<file path="config.mk">
export PLATFORM = sky130hd
export DESIGN_NAME = dpb_burst_reader
export DESIGN_NICKNAME = d
export VERILOG_FILES = /design/src/rtl/dpb_burst_reader.sv
export SDC_FILE = /design/constraint.sdc
export NUM_CORES = 1
export LEC_CHECK = 0
export ABC_AREA = 1
export BUFFER_PORTS_ARGS = -buffer_cell sky130_fd_sc_hd__buf_4
export CORE_AREA = 4 4 122 124
export DETAILED_ROUTE_END_ITERATION = 16
export DIE_AREA = 0 0 126 128
export PLACE_DENSITY = 0.7
export SYNTH_ARGS = -nofsm -noshare
export SYNTH_HDL_FRONTEND = slang
export SYNTH_SLANG_ARGS = --single-unit
</file>
<file path="constraint.sdc">
create_clock -name CLK -period 2.35 [get_ports CLK]
set_clock_uncertainty 0.05 [all_clocks]
set_input_delay 0.47 -clock CLK [delete_from_list [all_inputs] [get_ports CLK]]
set_output_delay 0.47 -clock CLK [all_outputs]
set_load 0.01 [all_outputs]
</file>
<file path="src/rtl/dpb_burst_reader.sv">
// rtl/dpb_burst_reader.sv - burst byte reader for a DPB block RAM port, packing bytes into a 32-bit word stream
// One byte read per cycle; bytes are packed little-endian into words held in a 2-entry output FIFO.
module dpb_burst_reader #(
  parameter int ADDR_W = 11,
  parameter int LEN_W  = 12
) (
  input  logic              CLK,
  input  logic              RESET,
  input  logic              REQ_VALID,
  output logic              REQ_READY,
  input  logic [ADDR_W-1:0] REQ_ADDR,
  input  logic [LEN_W-1:0]  REQ_LEN,
  output logic              MEM_CE,
  output logic              MEM_OCE,
  output logic              MEM_WRE,
  output logic [13:0]       MEM_AD,
  input  logic [7:0]        MEM_DO,
  output logic              OUT_VALID,
  input  logic              OUT_READY,
  output logic [31:0]       OUT_DATA,
  output logic [3:0]        OUT_BEN,
  output logic              OUT_LAST,
  output logic              BUSY
);

  localparam logic [31:0] DEPTH = 32'd1 << ADDR_W;

  typedef enum logic [1:0] {
    IDLE  = 2'd0,
    READ  = 2'd1,
    DRAIN = 2'd2
  } state_t;

  state_t            state;
  state_t            state_nxt;
  logic              busy_q;

  logic [ADDR_W-1:0] addr;
  logic [ADDR_W:0]   remaining;
  logic [ADDR_W:0]   sat_len;
  logic [1:0]        issue_lane;

  logic              fly_valid;
  logic              fly_last;
  logic [1:0]        fly_lane;
  logic              fly_done;

  logic [31:0]       pack_data;
  logic [31:0]       cap_word;
  logic [3:0]        cap_ben;

  logic              head_v;
  logic              tail_v;
  logic [31:0]       head_data;
  logic [31:0]       tail_data;
  logic [3:0]        head_ben;
  logic [3:0]        tail_ben;
  logic              head_last;
  logic              tail_last;

  logic [1:0]        occ;
  logic              credit_ok;
  logic              accept;
  logic              push;
  logic              pop;
  logic              final_pop;

  always_comb begin
    if (32'(REQ_LEN) > DEPTH) begin
      sat_len = (ADDR_W+1)'(DEPTH);
    end else begin
      sat_len = (ADDR_W+1)'(REQ_LEN);
    end
  end

  // A byte whose capture will push a word (lane 3 or burst end) already owns a FIFO slot.
  assign occ       = {1'b0, head_v} + {1'b0, tail_v};
  assign fly_done  = fly_valid & ((fly_lane == 2'd3) | fly_last);
  assign credit_ok = (occ + {1'b0, fly_done}) < 2'd2;

  assign accept    = REQ_VALID & REQ_READY;
  assign push      = fly_done;
  assign pop       = head_v & OUT_READY;
  assign final_pop = pop & head_last;

  assign cap_word  = pack_data | (32'(MEM_DO) << {fly_lane, 3'b000});

  always_comb begin
    cap_ben = 4'hF;
    if (fly_last) begin
      case (fly_lane)
        2'd0:    cap_ben = 4'b0001;
        2'd1:    cap_ben = 4'b0011;
        2'd2:    cap_ben = 4'b0111;
        default: cap_ben = 4'b1111;
      endcase
    end
  end

  always_comb begin
    state_nxt = state;
    REQ_READY = 1'b0;
    MEM_CE    = 1'b0;
    case (state)
      IDLE: begin
        REQ_READY = !RESET;
        if (REQ_VALID && !RESET && (REQ_LEN != '0)) begin
          state_nxt = READ;
        end
      end
      READ: begin
        MEM_CE = credit_ok & !RESET;
        if (credit_ok && (remaining == (ADDR_W+1)'(1))) begin
          state_nxt = DRAIN;
        end
      end
      DRAIN: begin
        if (final_pop) begin
          state_nxt = IDLE;
        end
      end
      default: state_nxt = IDLE;
    endcase
  end

  always_ff @(posedge CLK) begin
    if (RESET) begin
      state  <= IDLE;
      busy_q <= 1'b0;
    end else begin
      state  <= state_nxt;
      busy_q <= (state_nxt != IDLE);
    end
  end

  always_ff @(posedge CLK) begin
    if (RESET) begin
      addr       <= '0;
      remaining  <= '0;
      issue_lane <= '0;
      fly_valid  <= 1'b0;
      fly_lane   <= '0;
      fly_last   <= 1'b0;
      pack_data  <= '0;
    end else begin
      if (accept) begin
        addr       <= REQ_ADDR;
        remaining  <= sat_len;
        issue_lane <= '0;
      end else if (MEM_CE) begin
        addr       <= addr + ADDR_W'(1);
        remaining  <= remaining - (ADDR_W+1)'(1);
        issue_lane <= issue_lane + 2'd1;
      end
      fly_valid <= MEM_CE;
      fly_lane  <= issue_lane;
      fly_last  <= (remaining == (ADDR_W+1)'(1));
      if (fly_valid) begin
        pack_data <= push ? '0 : cap_word;
      end
    end
  end

  // Head entry drives the stream directly so the outputs come straight from flops.
  always_ff @(posedge CLK) begin
    if (RESET) begin
      head_v    <= 1'b0;
      tail_v    <= 1'b0;
      head_data <= '0;
      tail_data <= '0;
      head_ben  <= '0;
      tail_ben  <= '0;
      head_last <= 1'b0;
      tail_last <= 1'b0;
    end else begin
      case ({push, pop})
        2'b10: begin
          if (!head_v) begin
            head_v    <= 1'b1;
            head_data <= cap_word;
            head_ben  <= cap_ben;
            head_last <= fly_last;
          end else begin
            tail_v    <= 1'b1;
            tail_data <= cap_word;
            tail_ben  <= cap_ben;
            tail_last <= fly_last;
          end
        end
        2'b01: begin
          if (tail_v) begin
            head_data <= tail_data;
            head_ben  <= tail_ben;
            head_last <= tail_last;
            tail_v    <= 1'b0;
            tail_data <= '0;
            tail_ben  <= '0;
            tail_last <= 1'b0;
          end else begin
            head_v    <= 1'b0;
            head_data <= '0;
            head_ben  <= '0;
            head_last <= 1'b0;
          end
        end
        2'b11: begin
          if (tail_v) begin
            head_data <= tail_data;
            head_ben  <= tail_ben;
            head_last <= tail_last;
            tail_data <= cap_word;
            tail_ben  <= cap_ben;
            tail_last <= fly_last;
          end else begin
            head_data <= cap_word;
            head_ben  <= cap_ben;
            head_last <= fly_last;
          end
        end
        default: begin
        end
      endcase
    end
  end

  assign OUT_VALID = head_v;
  assign OUT_DATA  = head_data;
  assign OUT_BEN   = head_ben;
  assign OUT_LAST  = head_last;
  assign BUSY      = busy_q;
  assign MEM_OCE   = MEM_CE;
  assign MEM_WRE   = 1'b0;
  assign MEM_AD    = {{(14-ADDR_W){1'b0}}, addr};

endmodule

</file>
Word level (Yosys, flattened, before mapping)
Cells that the tools add are included.
{"block": "word_totals", "out_inout_bits": 57, "inputBits": 35, "ff_bits": 140}
{"block": "op_classes", "reduce_logical": 16, "n_addsub": 5, "mux": 42, "n_bitwise": 7, "n_shift": 1, "magnitude_cmp": 2, "n_eq_ne": 14}
{"operator": "$mux W32", "n": 7}
{"operator": "$pmux W32 S3", "n": 2}
{"operator": "$mux W12", "n": 3}
{"operator": "$pmux W4 S3", "n": 3}
{"operator": "$or A32 B32 Y32", "n": 1}
{"operator": "$shl A8 B5 Y32", "n": 1}
{"operator": "$mux W4", "n": 7}
{"operator": "$mux W11", "n": 2}
{"operator": "$eq A12 B1 Y1 const B", "n": 1}
{"operator": "$gt A12 B12 Y1 const B", "n": 1}
{"operator": "$reduce_bool A12 Y1", "n": 1}
{"operator": "$sub A12 B1 Y12 const B", "n": 1}
{"operator": "$add A11 B1 Y11 const B", "n": 1}
{"operator": "$eq A2 B2 Y1 const B", "n": 5}
{"operator": "$mux W1", "n": 10}
{"operator": "$ne A2 B2 Y1 const B", "n": 5}
{"operator": "$eq A2 B1 Y1 const B", "n": 3}
{"operator": "$mux W2", "n": 3}
{"operator": "$pmux W1 S3", "n": 2}
{"operator": "$pmux W2 S3", "n": 1}
{"operator": "$reduce_and A2 Y1", "n": 3}
{"operator": "$reduce_bool A2 Y1", "n": 3}
{"operator": "$and A1 B1 Y1", "n": 5}
{"operator": "$logic_not A2 Y1", "n": 2}
{"operator": "other kinds (11)", "n": 14}

Depth between registers and ports, before layout
Gate-level depths: netlist of run 1.
{"block": "logic_depth", "depth_word": 9, "mapped_depth": 14, "ltp_nobuf": 13}

Worst setup path after synthesis of run 1
No wires, ideal clock.
{"block": "synth_timing", "path_type": "flip-flop to output port", "from": "register fly_lane[1]", "to": "output port MEM_OCE", "arrival_ns": 1.682, "path_slack_ns": 0.148, "path_buffers": 3, "stages_incl_launch_ff": 12, "cell_sequence": "dfxtp_1 > buf_6 > nand2_2 > nand2_4 > nand2_4 > inv_1 > ha_1 > a21oi_1 > nand2_1 > inv_1 > buf_2 > buf_4"}
{"block": "synth_via", "elab_chain_len": 7}
{"element": "from (decl)", "line_no": "45", "source": "logic [1:0] fly_lane;"}
{"element": "from (signal assigned)", "line_no": "156", "source": "fly_lane <= issue_lane;"}
{"element": "$eq A2 B2 Y1", "line_no": "78", "source": "assign fly_done = fly_valid & ((fly_lane == 2'd3) | fly_last);"}
{"element": "$or A1 B1 Y1", "line_no": "78"}
{"element": "$and A1 B1 Y1", "line_no": "78"}
{"element": "$add A2 B1 Y2", "line_no": "79", "source": "assign credit_ok = (occ + {1'b0, fly_done}) < 2'd2;"}
{"element": "$lt A2 B2 Y1", "line_no": "79"}
{"element": "$and A1 B1 Y1", "line_no": "112", "source": "MEM_CE = credit_ok & !RESET;"}
{"element": "$mux W1", "line_no": "104", "source": "case (state)"}
{"element": "to (decl)", "line_no": "14", "source": "output logic MEM_OCE,"}
Every way passes these cells.

Worst setup path after layout of run 1
{"block": "layout_timing", "from": "register fly_lane[0]", "to": "output port MEM_CE"}
{"block": "layout_via", "elab_chain_len": 7}
{"element": "$eq A2 B2 Y1", "line_no": "78"}
{"element": "$or A1 B1 Y1", "line_no": "78"}
{"element": "$and A1 B1 Y1", "line_no": "78"}
{"element": "$add A2 B1 Y2", "line_no": "79"}
{"element": "$lt A2 B2 Y1", "line_no": "79"}
{"element": "$and A1 B1 Y1", "line_no": "112"}
{"element": "$mux W1", "line_no": "104"}
{"element": "to (decl)", "line_no": "13", "source": "output logic MEM_CE,"}
Every way passes these cells.

==> impl_summary.md, run 1 <==
Die
The standard-cell row count is 43. The horizontal die dimension is 126 um. The initial standard-cell utilization of the core is 49.2%.

The number of ports placed on the die boundary is 92. The die boundary height is 128 um. The floorplan step defined a die boundary enclosing 0.0161 mm^2. The floorplan step defined a core boundary enclosing 0.0138 mm^2.

Timing
The final-report hold violation count came to 0. The worst-case headroom to the max-slew limit is 57.4%. The slew at the pin closest to its max-slew limit is 0.632 ns. After routing, the total negative slack on setup checks comes to 0 ns. The setup violation total in the final timing report is 0. Setup repair after global routing left no endpoint under its margin.

Static timing analysis puts the maximum clock frequency at 449 MHz. The final critical-path required period is 2.23 ns. The period utilization is 94.9%. The max-slew violation total from the final report is 0. The worst path meets setup with 0.120 ns of slack.

Place
The sum of net half-perimeters after detailed placement is 12.4 mm. At the placement stage, the worst setup path has a slack of 0.171 ns. The number of buffers inserted by port buffering is 87.

The congestion estimate from routability-driven global placement came to 0.902. Counting tap cells, the placed design contains a total of 1207 instances.

Layout
The ratio of cells with drive above 1 in the final layout is 15.5%. The layout net count is 1089. The area growth from synthesis to layout is 18.8%. The final instance count without filler cells is 1239. The fill cell total of the finished layout is 1380. The repair_antennas step left the layout with diodes totalling 0.

Worst setup path
The arrival time at the worst endpoint is 1.71 ns. The critical path buffer and inverter count is 3. The largest individual stage delay along the critical path comes from the cell sky130_fd_sc_hd__dfxtp_1.

By startpoint and endpoint, the worst setup path is classified as reg2out. Walking the worst path, the cells encountered are nand2_2, nand2_4, nand2_4, inv_1, ha_4, a21oi_4, nand2_2, inv_2, buf_4. The maximum single-stage delay on the critical path is 0.34 ns. The kind of cell with the highest combined delay along the critical path is flip-flops. The startpoint identified for the worst register-to-register timing path is fly_last$_SDFF_PP0_. At the worst endpoint, the required time is 1.83 ns.

The worst setup path is launched from a flop. In this run the worst path has a maximum fanout of 3. The path depth of the worst reg2reg path is 13. The internal reg-to-reg setup slack is 0.25 ns. In this run the critical register-to-register path is captured at remaining[7]$_SDFFE_PP0P_. The worst setup path is captured at an output port.

Min path
The instance count along the most critical hold path is 3. The startpoint identified for the worst hold timing path is REQ_ADDR[0]. The min-delay analysis places its worst path in the category in2reg. The path with the worst hold slack has its endpoint at addr[0]$_SDFFE_PP0P_.

Clock network
The clock latency at the later pin of the worst-skew pair is 0.42 ns. The number of clock buffers inserted by TritonCTS is 17. CTS built an H-tree with a depth of 4. The clock drives 140 sinks. The longest clock path from root to sink contains 2 buffers. The TritonCTS clock tree is done. The CTS root buffer is sky130_fd_sc_hd__clkbuf_16. The clock-pin slew on the worst setup and hold paths is 0.06 ns. After clock tree synthesis, the flow added hold-fix buffers numbering 0.

Global routing
The number of global-route vias before repair is 6093. Entering global routing, the biggest net connects 44 pins. The global-route usage over all layers is 22.6%. The initial antenna violation count is 0. The residual overflow from global routing is 0. The first global-routing pass estimated 30.0 mm of wire.

Logic synthesis
The fraction of synthesis flops using an asynchronous set or reset pin is 0%. The simple-gate area share of the yosys netlist is 35.0%. The cell with the most instances after synthesis is sky130_fd_sc_hd__nand2_1. After synthesis, the largest family of logic cells by area is simple AND/OR/NAND/NOR gates. The synthesized area per cell is 6.91 um^2. Summed over all instances, the cell type with the most area after synthesis is sky130_fd_sc_hd__dfxtp_1. The mapped netlist covers 0.00677 mm^2. The arithmetic-cell share of the synthesized area counting full adders, half adders and majority gates is 0.739%. The number of different library cells used by synthesis comes to 36. Among all flip-flop cells after synthesis, the most frequent one is sky130_fd_sc_hd__dfxtp_1. Multiplexer cells account for 0% of the synthesized area. Sequential elements use 41.4% of the synthesized area. Summing the areas of all compound-gate instances in the mapped netlist gives 11.9% of the synthesized area. The number of enable flip-flop cells after synthesis is 0. After synthesis, the cell types taking the most area are sky130_fd_sc_hd__dfxtp_1 41%, sky130_fd_sc_hd__nand2_1 15%, sky130_fd_sc_hd__nand3_1 8.9%.

Counting every instance in the synthesized netlist gives 980. The number of synthesized register bits is 140. After Yosys synthesis, XOR and XNOR cells account for 0.517% of the synthesized area. The fraction of synthesized cell area taken by the top area cell type is 41.4%. By count the netlist is led by 277 x sky130_fd_sc_hd__nand2_1, 140 x sky130_fd_sc_hd__dfxtp_1, 121 x sky130_fd_sc_hd__nand3_1. The total of warnings raised by yosys is 0.

Pwr
The ratio of total power to cell area is 682 mW/mm^2. The leakage power of the design is 3.57 nW. The proportion of power drawn by flip-flops and latches is 45.5%.

The worst vdd rail ir drop is 0.558 mV. Of the total power, combinational logic draws 11.6%. Overall power consumption after layout is estimated at 0.00548 W. The internal power of the cells totals 0.00407 W.

The analysis attributes to net switching a power of 0.00142 W. The share of total power dissipated in the clock network is 42.9%. The switching portion of total power is 25.8%.

Route
In the final routed layout, each cell accounts on average for 14.7 um. The first routing iteration left 649 violations. Summing over every cut layer, the via total after detailed routing is 6633. The final layout contains routed wiring with a total length of 18.2 mm. Before antenna repair, the detailed router went through 5 iterations. The number of remaining DRC errors is 0.

In the routed layout, each cell is associated on average with a via count of 5.35. The final antenna-violating net count is 0.

Run
Max-cap violations in this run came to 0.

Outcome
The run finished with clean final reports.
[final cells by class]
type | count | area [um^2] | area share (%)
Inverter | 85 | 319 | 3.97
Tap cell | 180 | 225 | 2.80
Clock inverter | 3 | 15.0 | 0.187
Clock buffer | 25 | 485 | 6.04
Timing Repair Buffer | 115 | 888 | 11.0
Sequential cell | 140 | 2800 | 34.9
Multi-Input combinational cell | 691 | 3300 | 41.1
[worst max-delay path by stage]
stage / cells after the start / to / start / slack, ns
final: 9 / MEM_CE / fly_lane[0]$_SDFF_PP0_ / 0.12
after global routing: 9 / MEM_OCE / fly_lane[1]$_SDFF_PP0_ / 0.02
after CTS: 9 / MEM_OCE / fly_last$_SDFF_PP0_ / 0.03
after detailed placement: 13 / addr[5]$_SDFFE_PP0P_ / fly_last$_SDFF_PP0_ / 0.17
after global placement: 13 / addr[5]$_SDFFE_PP0P_ / fly_last$_SDFF_PP0_ / 0.23
after floorplan: 11 / MEM_OCE / fly_lane[1]$_SDFF_PP0_ / 0.15
[layer usage]
| metal | vias to the layer above | routed length [um] | GRT usage (%) |
|---|---|---|---|
| met5 | - | 0 | 0 |
| met4 | 0 | 577 | 10.2 |
| met3 | 45 | 1080 | 5.92 |
| met2 | 196 | 8430 | 36.1 |
| met1 | 3016 | 8090 | 28.9 |
| li1 | 3376 | - | - |
[worst register-to-register path, stage by stage, from the launching register on]
cell	delay (ns)
sky130_fd_sc_hd__dfxtp_2	0.33
sky130_fd_sc_hd__inv_2	0.07
sky130_fd_sc_hd__nand2_4	0.06
sky130_fd_sc_hd__nand2_4	0.06
sky130_fd_sc_hd__inv_1	0.07
sky130_fd_sc_hd__ha_4	0.28
sky130_fd_sc_hd__a21oi_4	0.06
sky130_fd_sc_hd__nand2_2	0.09
sky130_fd_sc_hd__buf_4	0.14
sky130_fd_sc_hd__nand2_2	0.17
sky130_fd_sc_hd__buf_4	0.22
sky130_fd_sc_hd__or2_2	0.27
sky130_fd_sc_hd__nand3_1	0.07
sky130_fd_sc_hd__nor2_1	0.04
[cell families (layout without fill, tap and decap cells)]
family,after synthesis,after routing
other,1,4
adder cells (fa/ha/maj),4,4
XOR/XNOR,4,4
AO/OA/AOI/OAI,145,145
flip-flops,140,140
buffers and inverters,152,228
AND/OR/NAND/NOR,534,534
[placed cells by master, fill, tap and decap left out]
cell                        synthesis  layout
sky130_fd_sc_hd__buf_12             0       2
sky130_fd_sc_hd__xor2_1             4       4
sky130_fd_sc_hd__a21oi_4            0       1
sky130_fd_sc_hd__nor2_1            57      57
sky130_fd_sc_hd__dfxtp_2            0       1
sky130_fd_sc_hd__or2_2              1       1
sky130_fd_sc_hd__nor3_2             1       1
sky130_fd_sc_hd__ha_4               0       1
sky130_fd_sc_hd__o31ai_1            8       8
sky130_fd_sc_hd__a21oi_1           86      85
sky130_fd_sc_hd__nor2_2             1       1
sky130_fd_sc_hd__nand3_2            1       1
sky130_fd_sc_hd__o211ai_1           4       4
sky130_fd_sc_hd__nand2_4            2       2
sky130_fd_sc_hd__a2bb2oi_1          1       1
sky130_fd_sc_hd__conb_1             1       4
sky130_fd_sc_hd__o221ai_1           1       1
sky130_fd_sc_hd__o21ai_4            1       1
sky130_fd_sc_hd__nand2_2            6       7
sky130_fd_sc_hd__dfxtp_1          140     139
sky130_fd_sc_hd__nand3b_1           2       2
sky130_fd_sc_hd__nand3_1          121     121
sky130_fd_sc_hd__clkinv_1           2       2
sky130_fd_sc_hd__clkbuf_16          0      17
sky130_fd_sc_hd__nor2_4             1       1
sky130_fd_sc_hd__nand4_1           56      56
sky130_fd_sc_hd__ha_1               4       3
sky130_fd_sc_hd__nand2_1          277     276
sky130_fd_sc_hd__clkbuf_8           0       3
sky130_fd_sc_hd__inv_2              6       8
sky130_fd_sc_hd__o21bai_1           8       8
sky130_fd_sc_hd__inv_1             77      75
sky130_fd_sc_hd__nor3b_1            1       1
sky130_fd_sc_hd__nor3_1             6       6
sky130_fd_sc_hd__buf_4             13     113
sky130_fd_sc_hd__a31oi_1            8       8
sky130_fd_sc_hd__o21ai_0           28      28
sky130_fd_sc_hd__clkbuf_1          25       5
sky130_fd_sc_hd__and2_0             1       1
sky130_fd_sc_hd__clkinv_2           0       3
[per-stage QoR]
| stage | hold WS [ns] | instance area, um^2 | util [%] |
|---|---|---|---|
| after floorplan | 0.375 | 6780 | - |
| after global placement | 0.388 | 7480 | 54.3 |
| after CTS | 0.251 | 8000 | 58.1 |
| after global routing | 0.276 | 8040 | 58.4 |
| final | 0.267 | 8040 | 58.4 |
| after detailed placement | 0.393 | 7480 | 54.3 |
[power groups by stage]
stage          Combinational [W]  Clock (W)  Sequential [W]
2_1_floorplan           0.000414          0         0.00254
3_3_place_gp            0.000616          0         0.00254
3_5_place_dp            0.000621          0         0.00254
4_1_cts                 0.000628    0.00239         0.00249
5_1_grt                 0.000720    0.00250         0.00250
6_report                0.000634    0.00235         0.00250
[state kept, by name, indices dropped and copies added (netlist names), 4 cells and up]
register   cells
OUT_BEN        4
OUT_DATA      32
addr          11
pack_data     32
remaining     12
tail_ben       4
tail_data     32
[what timing repair did]
action | in CTS | in global routing
resized for setup | 4 | 3
pin swaps | 1 | 1
endpoints found under the hold margin | 0 | 0
gates cloned | 0 | 0
setup endpoints to repair | 2 | 2
setup buffers | 2 | 2
(Power assumes the default switching activity.)
==> run 2: changes to the inputs <==
Settings changed: GPL_TIMING_DRIVEN set to 1, REMOVE_ABC_BUFFERS set to 1.
==> impl_summary.md, run 2 (synthesis gave the netlist of run 1 again) <==
Outcome
Run status: finished, final reports clean (unchanged).

Layout
The ratio of cells with drive above 1 in the final layout is 16.4% (was 15.5%). The antenna diode count is 0 (unchanged). The area added between synthesis and finish is 20.1% (was 18.8%). The fill cell total of the finished layout came to 1331 (was 1380). The most common cell after layout, fill and taps aside is sky130_fd_sc_hd__nand2_1 (unchanged). The final instance count without filler cells is 1246 (was 1239). The layout net count came to 1094 (was 1089). Commonest cells after routing, fill and taps aside: 276 x sky130_fd_sc_hd__nand2_1, 137 x sky130_fd_sc_hd__dfxtp_1, 121 x sky130_fd_sc_hd__nand3_1 (was 276 x sky130_fd_sc_hd__nand2_1, 139 x sky130_fd_sc_hd__dfxtp_1, 121 x sky130_fd_sc_hd__nand3_1).

Worst setup path
The instance count on the critical path is 9 (unchanged). The maximum single-stage delay on the critical path is 0.32 ns (was 0.34 ns). The kind of cell adding the most delay to the critical path is flip-flops (unchanged).

The worst flop-to-flop path startpoint is fly_lane[0]$_SDFF_PP0_ (was fly_last$_SDFF_PP0_). The startpoint class of the critical path was a flop (unchanged). CP cell instances: nand2_2, nand2_4, nand2_4, inv_1, ha_1, a21oi_2, nand2_2, inv_2, buf_4 (was nand2_2, nand2_4, nand2_4, inv_1, ha_4, a21oi_4, nand2_2, inv_2, buf_4). The internal reg-to-reg setup slack is 0.14 ns (was 0.25 ns). The start point of the critical path is fly_lane[0]$_SDFF_PP0_ (unchanged).

The maximum net fanout on the critical path is 3 (unchanged). The critical setup path kind is reg2out (unchanged). The standard cell with the maximum stage delay on the critical path is sky130_fd_sc_hd__dfxtp_2 (was sky130_fd_sc_hd__dfxtp_1).

The arrival time at the worst endpoint is 1.78 ns (was 1.71 ns). The critical path capture point is MEM_OCE (was MEM_CE). The critical path buffer and inverter count is 3 (unchanged).

The destination of the worst register-to-register timing path is remaining[2]$_SDFFE_PP0P_ (was remaining[7]$_SDFFE_PP0P_). The path depth of the worst reg2reg path came to 13 (unchanged). The type of element capturing the critical path is an output port (unchanged). The data required time of the worst path is 1.83 ns (about the same).

Die
The standard-cell row count is 43 (unchanged). The initial standard-cell utilization of the core came to 49.2% (unchanged). The horizontal die dimension came to 126 um (unchanged).

The total die area is 0.0161 mm^2 (unchanged). The die boundary height was 128 um (unchanged). The area of the core is 0.0138 mm^2 (unchanged).

The number of ports placed on the die boundary is 92 (unchanged).

Timing
The slew at the pin closest to its max-slew limit came to 0.651 ns (was 0.632 ns). The final critical-path required period is 2.30 ns (was 2.23 ns). The timing-limited maximum frequency is 435 MHz (was 449 MHz).

The max-slew violation total from the final report is 0 (unchanged). The worst slack on hold paths is 0.258 ns (was 0.267 ns). The period utilization is 97.9% (was 94.9%). The setup violation total in the final timing report was 0 (unchanged).

The final-report hold violation count is 0 (unchanged). The worst-case headroom to the max-slew limit is 56.5% (was 57.4%).

Place
The sum of net half-perimeters after detailed placement is 12.0 mm (was 12.4 mm). The routability-driven placement congestion ratio was 0.901 (was 0.902). The number of buffers inserted by port buffering came to 87 (unchanged). The number of placed instances, taps included is 1211 (was 1207).

Global routing
The global-route wire length before repair is 30.6 mm (was 30.0 mm). The initial antenna violation count was 0 (unchanged). The global-route usage over all layers is 22.9% (was 22.6%). The residual overflow from global routing was 0 (unchanged). The largest net degree at the start of global routing is 40 (was 44).

The number of global-route vias before repair is 6395 (was 6093).

Route
The length of routed met3 wiring was 995 um (was 1.08 mm). The sum of met2 wire segment lengths after detailed routing is 8.65 mm (was 8.43 mm). The final antenna-violating net count came to 0 (unchanged). The top routing layer in use is met4 (unchanged). The mean routed wirelength per cell is 14.5 um (was 14.7 um). The number of remaining DRC errors came to 0 (unchanged).

The detailed-route vias per instance is 5.37 (was 5.35). The violation count after the first detailed-routing iteration came to 398 (was 649). The number of search-and-repair iterations in the first detailed-routing pass is 6 (was 5). The overall routed net length is 18.0 mm (was 18.2 mm). The total number of vias came to 6685 (was 6633). The routed length on met1 is 7.94 mm (was 8.09 mm).

Pwr
The worst vdd rail ir drop is 0.520 mV (was 0.558 mV). The leakage power of the design was 3.63 nW (was 3.57 nW). The ratio of total power to cell area is 714 mW/mm^2 (was 682 mW/mm^2).

Clock network
The number of buffers between clock root and the deepest sink is 2 (unchanged). The CTS sink count came to 140 (unchanged). The cts-stage hold buffer count is 0 (unchanged). The CTS root buffer is sky130_fd_sc_hd__clkbuf_16 (unchanged). The number of clock buffers inserted by TritonCTS was 17 (unchanged).

The TritonCTS clock tree is done (unchanged). The clock latency at the later pin of the worst-skew pair is 0.42 ns (about the same). The clock-pin slew on the worst setup and hold paths is 0.06 ns (about the same). The CTS H-tree depth was 4 (unchanged).

Min path
The worst min-delay path category is in2reg (unchanged).

Run
The max-cap check violation count was 0 (unchanged).
-- run 2: changes by cell type in the layout (fill, tap and decap cells not counted), sizes merged --
cell,delta
buf,+5
clkbuf,-1
bufinv,+2
clkinv,-1
clkinvlp,+2
-- run 2: timing repair --
action                     4_1_cts  5_1_grt
pin swaps                        2        1
gates cloned                     0        0
setup endpoints to repair        2        9
gates resized for setup          5        2
setup buffers                    3        2
-- run 2: how the worst min path moves through the flow --
stage,endpoint,cells after the start,start
finish,remaining[3]$_SDFFE_PP0P_,3,REQ_LEN[3]
global route,remaining[3]$_SDFFE_PP0P_,3,REQ_LEN[3]
CTS,remaining[1]$_SDFFE_PP0P_,3,REQ_LEN[1]
detailed placement,pack_data[12]$_SDFFE_PP0P_,2,pack_data[12]$_SDFFE_PP0P_
global placement,pack_data[14]$_SDFFE_PP0P_,2,pack_data[14]$_SDFFE_PP0P_
floorplan,fly_lane[0]$_SDFF_PP0_,2,issue_lane[0]$_SDFFE_PP0P_
-- run 2: metal layers --
layer / track usage [%] / vias up
met1: 28.3 / 3050
met4: 8.96 / 0
met5: 0 / -
li1: - / 3375
met2: 38.6 / 216
met3: 5.46 / 44
-- run 2: where the power goes --
part | internal, W | leakage [nW] | switching [W]
clock | 0.00169 | 0.284 | 0.000996
combinational | 0.000228 | 2.21 | 0.000398
sequential | 0.00244 | 1.13 | 0.0000594
-- run 2: final cells by class --
class | count | area (um^2) | area share, %
tap | 180 | 225 | 2.77
clock buffer | 24 | 502 | 6.17
clock inverter | 6 | 85.1 | 1.05
sequential | 140 | 2810 | 34.5
timing repair buffer | 120 | 913 | 11.2
multi-input combinational | 691 | 3280 | 40.4
inverter | 85 | 319 | 3.92
-- run 2: metrics by stage --
step	utilization (%)	TNS, ns	power [W]	setup WS [ns]	instance area (um^2)
floorplan	-	-44.55	0.00290	-0.833	6400
global placement	54.5	0	0.00315	0.295	7500
detailed placement	54.5	0	0.00316	0.195	7500
CTS	58.9	0	0.00583	0.0408	8120
global route	59.1	-0.0784	0.00605	-0.0287	8130
finish	59.1	0	0.00580	0.0498	8130
-- run 2: tightest hold or removal path, cell delays in order --
cell                      delay (ns)
sky130_fd_sc_hd__buf_4          0.08
sky130_fd_sc_hd__a21oi_1        0.06
sky130_fd_sc_hd__nor2_1         0.09
==> run 3: changes to the inputs <==
Settings changed: CORE_AREA 4 4 122 124 to 3 3 121 123, DIE_AREA 0 0 126 128 to 0 0 124 126.
==> impl_summary.md, run 3 (synthesis gave the netlist of run 1 again) <==
Worst setup path
The arrival time at the worst endpoint was 1.73 ns (was 1.78 ns). The type of element capturing the critical path is an output port (unchanged). The maximum net fanout on the critical path is 3 (unchanged).

CP cell instances: nand2_2, nand2_4, nand2_4, inv_1, ha_4, a21oi_4, nand2_2, inv_2, buf_4 (was nand2_2, nand2_4, nand2_4, inv_1, ha_1, a21oi_2, nand2_2, inv_2, buf_4). The maximum single-stage delay on the critical path is 0.34 ns (was 0.32 ns). The standard cell with the maximum stage delay on the critical path is sky130_fd_sc_hd__dfxtp_1 (was sky130_fd_sc_hd__dfxtp_2). The critical setup path kind is reg2out (unchanged). The startpoint class of the critical path is a flop (unchanged). The data required time of the worst path came to 1.83 ns (about the same).

Layout
The layout net count is 1092 (was 1094). The fill cell total of the finished layout is 1369 (was 1331). The area added between synthesis and finish is 21.5% (was 20.1%). The antenna diode count is 0 (unchanged).

Commonest cells after routing, fill and taps aside: 276 x sky130_fd_sc_hd__nand2_1, 138 x sky130_fd_sc_hd__dfxtp_1, 121 x sky130_fd_sc_hd__nand3_1 (was 276 x sky130_fd_sc_hd__nand2_1, 137 x sky130_fd_sc_hd__dfxtp_1, 121 x sky130_fd_sc_hd__nand3_1). The most common cell after layout, fill and taps aside is sky130_fd_sc_hd__nand2_1 (unchanged). The ratio of cells with drive above 1 in the final layout came to 16.2% (was 16.4%).

Timing
The final critical-path required period is 2.25 ns (was 2.30 ns). The final-report hold violation count came to 0 (unchanged). The worst-case headroom to the max-slew limit is 61.0% (was 56.5%).

The slew at the pin closest to its max-slew limit is 0.584 ns (was 0.651 ns). The timing-limited maximum frequency was 444 MHz (was 435 MHz). The period utilization is 95.9% (was 97.9%). The final critical-path setup slack is 0.0973 ns (was 0.0498 ns).

The max-slew violation total from the final report is 0 (unchanged). Setup repair after global routing left no endpoint under its margin. The setup violation total in the final timing report is 0 (unchanged).

Global routing
The largest net degree at the start of global routing is 40 (unchanged). The number of global-route vias before repair was 6413 (was 6395). The initial antenna violation count is 0 (unchanged). The residual overflow from global routing is 0 (unchanged). The global-route wire length before repair was 31.2 mm (was 30.6 mm). The global-route usage over all layers is 24.7% (was 22.9%).

Die
The total die area is 0.0156 mm^2 (was 0.0161 mm^2). The horizontal die dimension is 124 um (was 126 um). The initial standard-cell utilization of the core is 49.2% (unchanged). The standard-cell row count is 43 (unchanged).

The die boundary height is 126 um (was 128 um). The number of ports placed on the die boundary came to 92 (unchanged). The area of the core is 0.0138 mm^2 (unchanged).

Pwr
The ratio of total power to cell area is 732 mW/mm^2 (was 714 mW/mm^2). The combinational power share is 10.6% (was 10.8%). The switching portion of total power is 24.0% (was 25.0%). The leakage power of the design is 3.67 nW (was 3.63 nW). The part of the power in the clock network is 48.0% (was 46.2%). The net switching power of the design was 0.00144 W (was 0.00145 W).

The proportion of power drawn by flip-flops and latches is 41.4% (was 43.0%). The worst vdd rail ir drop is 0.523 mV (was 0.520 mV). The sum of internal, switching and leakage power is 0.00603 W (was 0.00580 W). The internal power is 0.00458 W (was 0.00435 W).

Clock network
The number of buffers between clock root and the deepest sink is 2 (unchanged). The CTS sink count is 140 (unchanged). The clock latency at the later pin of the worst-skew pair was 0.42 ns (about the same). The cts-stage hold buffer count was 0 (unchanged). The TritonCTS clock tree is done (unchanged). The clock-pin slew on the worst setup and hold paths is 0.06 ns (about the same).

The CTS root buffer is sky130_fd_sc_hd__clkbuf_16 (unchanged). The CTS H-tree depth is 4 (unchanged). The number of clock buffers inserted by TritonCTS came to 17 (unchanged).

Route
The total number of vias is 6743 (was 6685). The final antenna-violating net count is 0 (unchanged). The mean routed wirelength per cell is 14.9 um (was 14.5 um). The violation count after the first detailed-routing iteration is 491 (was 398). The overall routed net length is 18.5 mm (was 18.0 mm). The number of search-and-repair iterations in the first detailed-routing pass is 5 (was 6). The number of remaining DRC errors is 0 (unchanged). The detailed-route vias per instance is 5.41 (was 5.37).

Place
The routability-driven placement congestion ratio is 0.903 (was 0.901). The number of buffers inserted by port buffering is 87 (unchanged). The worst slack at placement is 0.0984 ns (was 0.195 ns). The sum of net half-perimeters after detailed placement is 12.0 mm (about the same).

Outcome
Run status: finished, final reports clean (unchanged).

Run
The max-cap check violation count is 0 (unchanged).

Min path
The worst min-delay path category is in2reg (unchanged).
[run 3: cell count changes in the layout (fill, tap and decap cells not counted)]
cell,delta
sky130_fd_sc_hd__ha_1,-1
sky130_fd_sc_hd__clkinvlp_4,-2
sky130_fd_sc_hd__buf_12,+3
sky130_fd_sc_hd__a21oi_4,+1
sky130_fd_sc_hd__buf_4,-5
sky130_fd_sc_hd__bufinv_16,+2
sky130_fd_sc_hd__dfxtp_1,+1
sky130_fd_sc_hd__ha_4,+1
sky130_fd_sc_hd__dfxtp_2,-1
sky130_fd_sc_hd__a21oi_2,-1
sky130_fd_sc_hd__clkbuf_1,+2
[run 3: routing by layer]
metal	part of all wire, %	up-vias	global-route usage [%]
met2	49	236	41.6
li1	-	3377	-
met5	0	-	0
met1	43	3109	31.5
met4	1.3	0	7.47
met3	6.5	21	5.48
[run 3: worst paths after layout]
path,slack (ns),cells past startpoint,end,startpoint
hold / removal,0.27,3,remaining[1]$_SDFFE_PP0P_,REQ_LEN[1]
hold reg to reg,0.40,2,pack_data[14]$_SDFFE_PP0P_,pack_data[14]$_SDFFE_PP0P_
setup / recovery,0.1,9,MEM_CE,fly_lane[1]$_SDFF_PP0_
setup reg to reg,0.22,14,addr[5]$_SDFFE_PP0P_,fly_lane[1]$_SDFF_PP0_
[run 3: timing repair]
action / CTS / global route
pin swaps: 2 / 1
buffers inserted: 2 / 2
resized for setup: 5 / 3
endpoints found under the hold margin: 0 / 0
endpoints found under the setup margin: 2 / 6
[run 3: layout make-up]
cell class                 count  area [um^2]  share of cell area, %
clock buffer                  26          509                   6.19
clock inverter                 6          130                   1.58
inverter                      85          319                   3.88
multi-input combinational    691         3300                   40.1
sequential                   140         2810                   34.1
tap                          180          225                   2.74
timing repair buffer         118          936                   11.4
[run 3: power by group through the flow]
stage / registers [W] / clock network, W / logic (W)
2_1_floorplan: 0.00255 / 0 / 0.000356
3_3_place_gp: 0.00254 / 0 / 0.000614
3_5_place_dp: 0.00254 / 0 / 0.000624
4_1_cts: 0.00249 / 0.00293 / 0.000632
5_1_grt: 0.00250 / 0.00304 / 0.000720
6_report: 0.00250 / 0.00289 / 0.000638
[run 3: worst max-delay path, delay by kind of cell (launching register included)]
family,cells,cell delay [ns]
compound gates,1,0.17
fa+ha+maj,1,0.22
buf+inv,3,0.30
flops,1,0.34
simple gates,4,0.28
[run 3: per-stage QoR]
| step | setup TNS, ns | std cells | area (um^2) | hold WS (ns) | util (%) |
|---|---|---|---|---|---|
| after floorplan | -44.55 | 916 | 6400 | 0.374 | - |
| after detailed placement | 0 | 1210 | 7530 | 0.391 | 54.7 |
| after global routing | 0 | 1246 | 8230 | 0.264 | 59.7 |
| after CTS | 0 | 1244 | 8190 | 0.259 | 59.5 |
| final | 0 | 1246 | 8230 | 0.271 | 59.7 |
| after global placement | 0 | 1210 | 7530 | 0.388 | 54.7 |
